<file path="src/rtl/matrix_stream_host.sv">
`default_nettype none
// ============================================================================
// Module   : matrix_stream_host
// Purpose  : Host-side streaming engine for the 4x4 matrix-multiply
//            accelerator. Buffers operands A and B written by the host,
//            streams them to the multiplier as 8 load beats, drains the
//            4 result columns into a local buffer and pulses done.
// Ports    : clk, reset         - clock, synchronous active-high reset
//            host_we/sel/addr/wdata - operand element write (IDLE only)
//            host_raddr/rdata   - registered result column read
//            start/busy/done/error - job control and status
//            mm_rdata/mm_read_en - load stream to the multiplier
//            mm_wdata/mm_write_ready/mm_write_en - result drain stream
// Revision : 1.0 - initial release
// ============================================================================
module matrix_stream_host #(
  parameter int WIDTH        = 8,
  parameter int MATRIX_WIDTH = 4,
  parameter int RES_W        = 2 * WIDTH,
  parameter int TIMEOUT      = 1024
) (
  input  logic                 clk,
  input  logic                 reset,
  input  logic                 host_we,
  input  logic                 host_sel,
  input  logic [3:0]           host_addr,
  input  logic [WIDTH-1:0]     host_wdata,
  input  logic [1:0]           host_raddr,
  output logic [4*RES_W-1:0]   host_rdata,
  input  logic                 start,
  output logic                 busy,
  output logic                 done,
  output logic                 error,
  output logic [4*WIDTH-1:0]   mm_rdata,
  output logic                 mm_read_en,
  input  logic [4*RES_W-1:0]   mm_wdata,
  input  logic                 mm_write_ready,
  output logic                 mm_write_en
);

  localparam int ELEMS = MATRIX_WIDTH * MATRIX_WIDTH;
  localparam int TO_W  = (TIMEOUT > 2) ? $clog2(TIMEOUT) : 1;
  localparam logic [TO_W-1:0] TO_LAST = TO_W'(TIMEOUT - 1);

  typedef enum logic [1:0] {
    S_IDLE  = 2'd0,
    S_LOAD  = 2'd1,
    S_DRAIN = 2'd2,
    S_DONE  = 2'd3
  } state_t;

  state_t                state_q;
  logic [2:0]            beat_q;
  logic [1:0]            col_q;
  logic [TO_W-1:0]       to_q;

  logic [WIDTH-1:0]      a_q [ELEMS];
  logic [WIDTH-1:0]      b_q [ELEMS];
  logic [WIDTH-1:0]      a_d [ELEMS];
  logic [WIDTH-1:0]      b_d [ELEMS];
  logic [4*RES_W-1:0]    r_q [4];

  logic [4*RES_W-1:0]    host_rdata_q;
  logic [4*WIDTH-1:0]    mm_rdata_q;
  logic                  mm_read_en_q;
  logic                  mm_write_en_q;
  logic                  busy_q;
  logic                  done_q;
  logic                  error_q;

  logic                  wr_ok;
  logic [2:0]            beat_idx;
  logic [3:0]            addr_hi;
  logic [3:0]            addr_lo;
  logic [4*WIDTH-1:0]    beat_d;

  assign wr_ok = host_we && (state_q == S_IDLE);

  // Next-state operand buffers. Load beats are built from these rather than
  // from the registers so a write coincident with start lands in beat 0.
  always_comb begin
    a_d = a_q;
    b_d = b_q;
    if (wr_ok) begin
      if (host_sel) b_d[host_addr] = host_wdata;
      else          a_d[host_addr] = host_wdata;
    end
  end

  // Beat n: column n>>1, row pair 2*(n&1); element index is row*4 + col.
  assign beat_idx = (state_q == S_IDLE) ? 3'd0 : beat_q + 3'd1;
  assign addr_hi  = {beat_idx[0], 1'b0, beat_idx[2:1]};
  assign addr_lo  = {beat_idx[0], 1'b1, beat_idx[2:1]};
  assign beat_d   = {a_d[addr_hi], a_d[addr_lo], b_d[addr_hi], b_d[addr_lo]};

  always_ff @(posedge clk) begin
    if (reset) begin
      for (int i = 0; i < ELEMS; i++) begin
        a_q[i] <= '0;
        b_q[i] <= '0;
      end
    end else begin
      a_q <= a_d;
      b_q <= b_d;
    end
  end

  always_ff @(posedge clk) begin
    if (reset) host_rdata_q <= '0;
    else       host_rdata_q <= r_q[host_raddr];
  end

  always_ff @(posedge clk) begin
    if (reset) begin
      state_q       <= S_IDLE;
      beat_q        <= '0;
      col_q         <= '0;
      to_q          <= '0;
      mm_rdata_q    <= '0;
      mm_read_en_q  <= 1'b0;
      mm_write_en_q <= 1'b0;
      busy_q        <= 1'b0;
      done_q        <= 1'b0;
      error_q       <= 1'b0;
      for (int k = 0; k < 4; k++) r_q[k] <= '0;
    end else begin
      case (state_q)
        S_IDLE: begin
          done_q <= 1'b0;
          if (start) begin
            error_q      <= 1'b0;
            beat_q       <= '0;
            col_q        <= '0;
            to_q         <= '0;
            mm_rdata_q   <= beat_d;
            mm_read_en_q <= 1'b1;
            busy_q       <= 1'b1;
            state_q      <= S_LOAD;
          end
        end

        S_LOAD: begin
          if (beat_q == 3'd7) begin
            // mm_rdata keeps beat 7 on the bus after the load phase.
            mm_read_en_q  <= 1'b0;
            mm_write_en_q <= 1'b1;
            to_q          <= '0;
            state_q       <= S_DRAIN;
          end else begin
            beat_q     <= beat_q + 3'd1;
            mm_rdata_q <= beat_d;
          end
        end

        S_DRAIN: begin
          if (mm_write_ready) begin
            r_q[col_q] <= mm_wdata;
            to_q       <= '0;
            if (col_q == 2'd3) begin
              mm_write_en_q <= 1'b0;
              done_q        <= 1'b1;
              state_q       <= S_DONE;
            end else begin
              col_q <= col_q + 2'd1;
            end
          end else if (to_q == TO_LAST) begin
            // Abort: partially captured columns stay in the result buffer.
            error_q       <= 1'b1;
            mm_write_en_q <= 1'b0;
            busy_q        <= 1'b0;
            state_q       <= S_IDLE;
          end else begin
            to_q <= to_q + 1'b1;
          end
        end

        S_DONE: begin
          done_q  <= 1'b0;
          busy_q  <= 1'b0;
          state_q <= S_IDLE;
        end

        default: state_q <= S_IDLE;
      endcase
    end
  end

  assign host_rdata  = host_rdata_q;
  assign mm_rdata    = mm_rdata_q;
  assign mm_read_en  = mm_read_en_q;
  assign mm_write_en = mm_write_en_q;
  assign busy        = busy_q;
  assign done        = done_q;
  assign error       = error_q;

endmodule
`default_nettype wire
</file>
<file path="config.mk">
export PLATFORM = sky130hd
export DESIGN_NAME = matrix_stream_host
export DESIGN_NICKNAME = d
export VERILOG_FILES = /design/src/rtl/matrix_stream_host.sv
export SDC_FILE = /design/constraint.sdc
export NUM_CORES = 1
export LEC_CHECK = 0
export ABC_AREA = 1
export BUFFER_PORTS_ARGS = -buffer_cell sky130_fd_sc_hd__buf_4
export CORE_MARGIN = 4
export CORE_UTILIZATION = 26
export CTS_CLUSTER_SIZE = 30
export DETAILED_ROUTE_END_ITERATION = 10
export HOLD_SLACK_MARGIN = 0.03
export PLACE_DENSITY = 0.41
export SLEW_MARGIN = 20
export SYNTH_ARGS = -nofsm -noshare
export SYNTH_HDL_FRONTEND = slang
export SYNTH_SLANG_ARGS = --single-unit
</file>
<file path="constraint.sdc">
create_clock -name clk -period 19.85 [get_ports clk]
set_input_delay 3.97 -clock clk [delete_from_list [all_inputs] [get_ports clk]]
set_output_delay 3.97 -clock clk [all_outputs]
set_load 0.05 [all_outputs]
</file>
==> out/summary.txt <==
Post-CTS sizing -> 0
Clk pwr share -> 36.6%
Final Power -> 0.00380 W
EDFF count, synth -> 256
Element type at the critical path end -> flop
Status -> completed
CTS sink count -> 630
Post-DP HPWL -> 56,000 µm
NumNets Final -> 3,610
Worst skew pair latency -> 0.64 ns
Area leader, netlist -> edfxtp_1
Worst slew margin -> 28.2%
Top area cells in the synthesized netlist -> edfxtp_1 (28%), dfxtp_1 (27%), nand3_1 (11%)
Worst Skew -> 0.0170 ns
H-tree Lvls -> 3
DR vias -> 23,200
Total track usage -> 16.7%
Sequential power share -> 38.5%
Ratio of cells with drive above 1 in the final layout -> 10.5%
P_leak -> 13.2 nW
Switch Pwr -> 0.00134 W
Number of buffers created by CTS -> 77
Buffer count from post-CTS setup fixing -> 0
Vias in the first global route -> 22,500
CP max-delay cell -> buf_4
WP data arrival -> 6.73 ns
DR WL/cell -> 19.3 µm
CTS root buf -> clkbuf_16
Post-synthesis cell count -> 3,447
FP Rows -> 119
Die height -> 334 µm
Worst setup SP type -> input port
Seq/Total Area, Yosys -> 55.0%
Worst path most repeated cell -> buf_4
Max Fanout on Critical Path -> 97
Initial core utilization -> 26.2%
Initial drt markers -> 1,690
Yosys warnings -> 0
Drt total wl -> 95,900 µm
Worst Tran Pin Value -> 1.08 ns
Die width -> 334 µm
Post-Syn Area -> 27,600 µm²
Max Clk Rate -> 154 MHz
Endpoints failing setup -> 0
Final worst path period share -> 32.6%
Synthesis-stage register bit count -> 630
Maximum vdd drop -> 0.0933 mV
CTS tree -> built
DR DRC count -> 0
Synth top area share -> 27.9%
Delay-heaviest family, CP -> buffers and inverters
Ports -> 185
RSZ-0062 raised after global routing -> false
Minimum clock period -> 6.47 ns
Max cap viols -> 0
Max-slew violation count -> 0
Buf/Inv on CP -> 5
Area Overhead vs Synth -> 18.2%
DRT Pass-1 Iters -> 5
Critical Path RT -> 20.11 ns
Global-route wire length before repair -> 144,000 µm
Setup_tns -> 0 ns
Hold buffers post-CTS -> 0
Hold Fails Final Rpt -> 0
Antenna violations before repair -> 5
Netlist cell types -> 26
Switching Share -> 35.2%
Longest Clk Path Bufs -> 3
Comb power frac -> 24.9%
P_int -> 0.00246 W
Top-count cell post-synth -> nor2_1
Pwr Density -> 117 nW/µm²
Kind of critical path -> input port to flop
Clock Pin Slew Worst Setup and Hold Paths -> 0.06 ns
Vias/cell -> 4.67
Die area -> 111,000 µm²
Post-synth top cells -> nor2_1 (701), nand3_1 (596), nand2_1 (515)
Core ar. -> 105,000 µm²
Ys flop type -> dfxtp_1
Port Buffers -> 184
HP Class -> flop to flop
FFs w/ async S/R, synth -> 0%
Antenna viol nets, final -> 0
Syn Nets -> 3,541
Crit-path cells -> buf_8 > inv_2 > buf_4 > o31ai_4 > buf_4 > buf_4
Grt ovf -> 0
Syn_area_per_cell -> 8.00 µm²
Inserted Diodes -> 0
Max stage delay on crit path -> 0.59 ns
Placer Congestion -> 0.741
Largest net degree at the start of global routing -> 98
## through the flow
stage | std cells | utilization (%) | hold WS, ns | instance area (µm²) | worst slack [ns]
6_report | 4969 | 30.9 | 0.458 | 32600 | 13.38
5_1_grt | 4969 | 30.9 | 0.471 | 32600 | 13.25
4_1_cts | 4969 | 30.9 | 0.457 | 32600 | 13.41
3_5_place_dp | 4828 | 28.6 | 0.446 | 30100 | 12.72
3_3_place_gp | 4828 | 28.6 | 0.441 | 30100 | 12.74
2_1_floorplan | 3447 | - | 0.428 | 27600 | 10.46
## logic make-up after synthesis
| logic type | share of synthesized area, % |
|---|---|
| buffers and inverters | 7.53 |
| AND/OR/NAND/NOR | 28.0 |
| flip-flops | 55.0 |
| adder cells (fa/ha/maj) | 0.454 |
| AO/OA/AOI/OAI | 8.92 |
## cell type report
cell class	count	area [µm²]
Fill cell	11300	72700
Sequential cell	630	15200
Multi-Input combinational cell	2294	10400
Clock buffer	111	2180
Tap cell	1391	1740
Timing Repair Buffer	225	1700
Inverter	288	1080
Clock inverter	30	290
## sequential cells by signal (all words and copies together) (netlist names)
name         flops
mm_rdata        32
col_q            2
a_q            128
r_q            256
busy             1
state_q          2
b_q            128
error            1
done             1
beat_q           3
mm_read_en       1
mm_write_en      1
to_q            10
host_rdata      64
## cell usage in the layout, fill, tap and decap left out, types with 2 or more instances in the layout
cell	Yosys	routed
clkbuf_16	0	78
inv_6	0	2
nand2_2	3	4
nand2_4	0	6
clkinv_2	0	14
clkbuf_1	118	23
nor2_4	0	3
and3_1	2	2
o21a_1	30	30
buf_4	9	224
inv_2	5	8
edfxtp_1	256	256
nor2_2	11	10
ha_1	10	9
clkbuf_8	0	10
inv_1	281	276
nand4_1	5	5
clkinv_1	2	10
nand3_1	596	596
nor3_1	5	5
bufinv_16	0	3
or2_2	3	3
dfxtp_1	374	374
nor2_1	701	699
o21ai_0	142	142
a211oi_1	66	66
clkinv_8	0	2
inv_16	0	3
nand2_1	515	507
a21oi_1	202	202
## layer usage
layer / up-vias / track usage [%] / routed length [µm]
met5: - / 0 / 0
met4: 0 / 3.28 / 1560
met3: 95 / 2.48 / 4550
met2: 537 / 26.1 / 43000
met1: 11100 / 24.4 / 46800
li1: 11500 / - / -
## worst register-to-register path: cells and delay by family, from the launching register on
| kind | cells | cell delay, ns |
|---|---|---|
| buf+inv | 7 | 2.43 |
| simple gates | 6 | 1.24 |
| flops | 1 | 0.41 |
| fa+ha+maj | 1 | 0.21 |
## worst paths after layout
check / endpoint / slack [ns] / cells after the start / startpoint
max: r_q[3][26]$_DFFE_PP_ / 13.38 / 6 / reset
min: b_q[80]$_SDFF_PP0_ / 0.46 / 2 / b_q[80]$_SDFF_PP0_
min reg2reg: b_q[80]$_SDFF_PP0_ / 0.46 / 2 / b_q[80]$_SDFF_PP0_
max reg2reg: mm_rdata[21]$_SDFFE_PP0P_ / 15.51 / 14 / state_q[0]$_SDFFE_PP0P_
## power groups by stage
stage / combinational [W] / clock, W / sequential [W]
after floorplan: 0.000508 / 0 / 0.00158
after global placement: 0.000961 / 0 / 0.00149
after detailed placement: 0.000956 / 0 / 0.00149
after CTS: 0.000959 / 0.00144 / 0.00147
after global routing: 0.00104 / 0.00148 / 0.00147
final: 0.000946 / 0.00139 / 0.00146
Note: power is estimated with default switching activity, not from simulation.
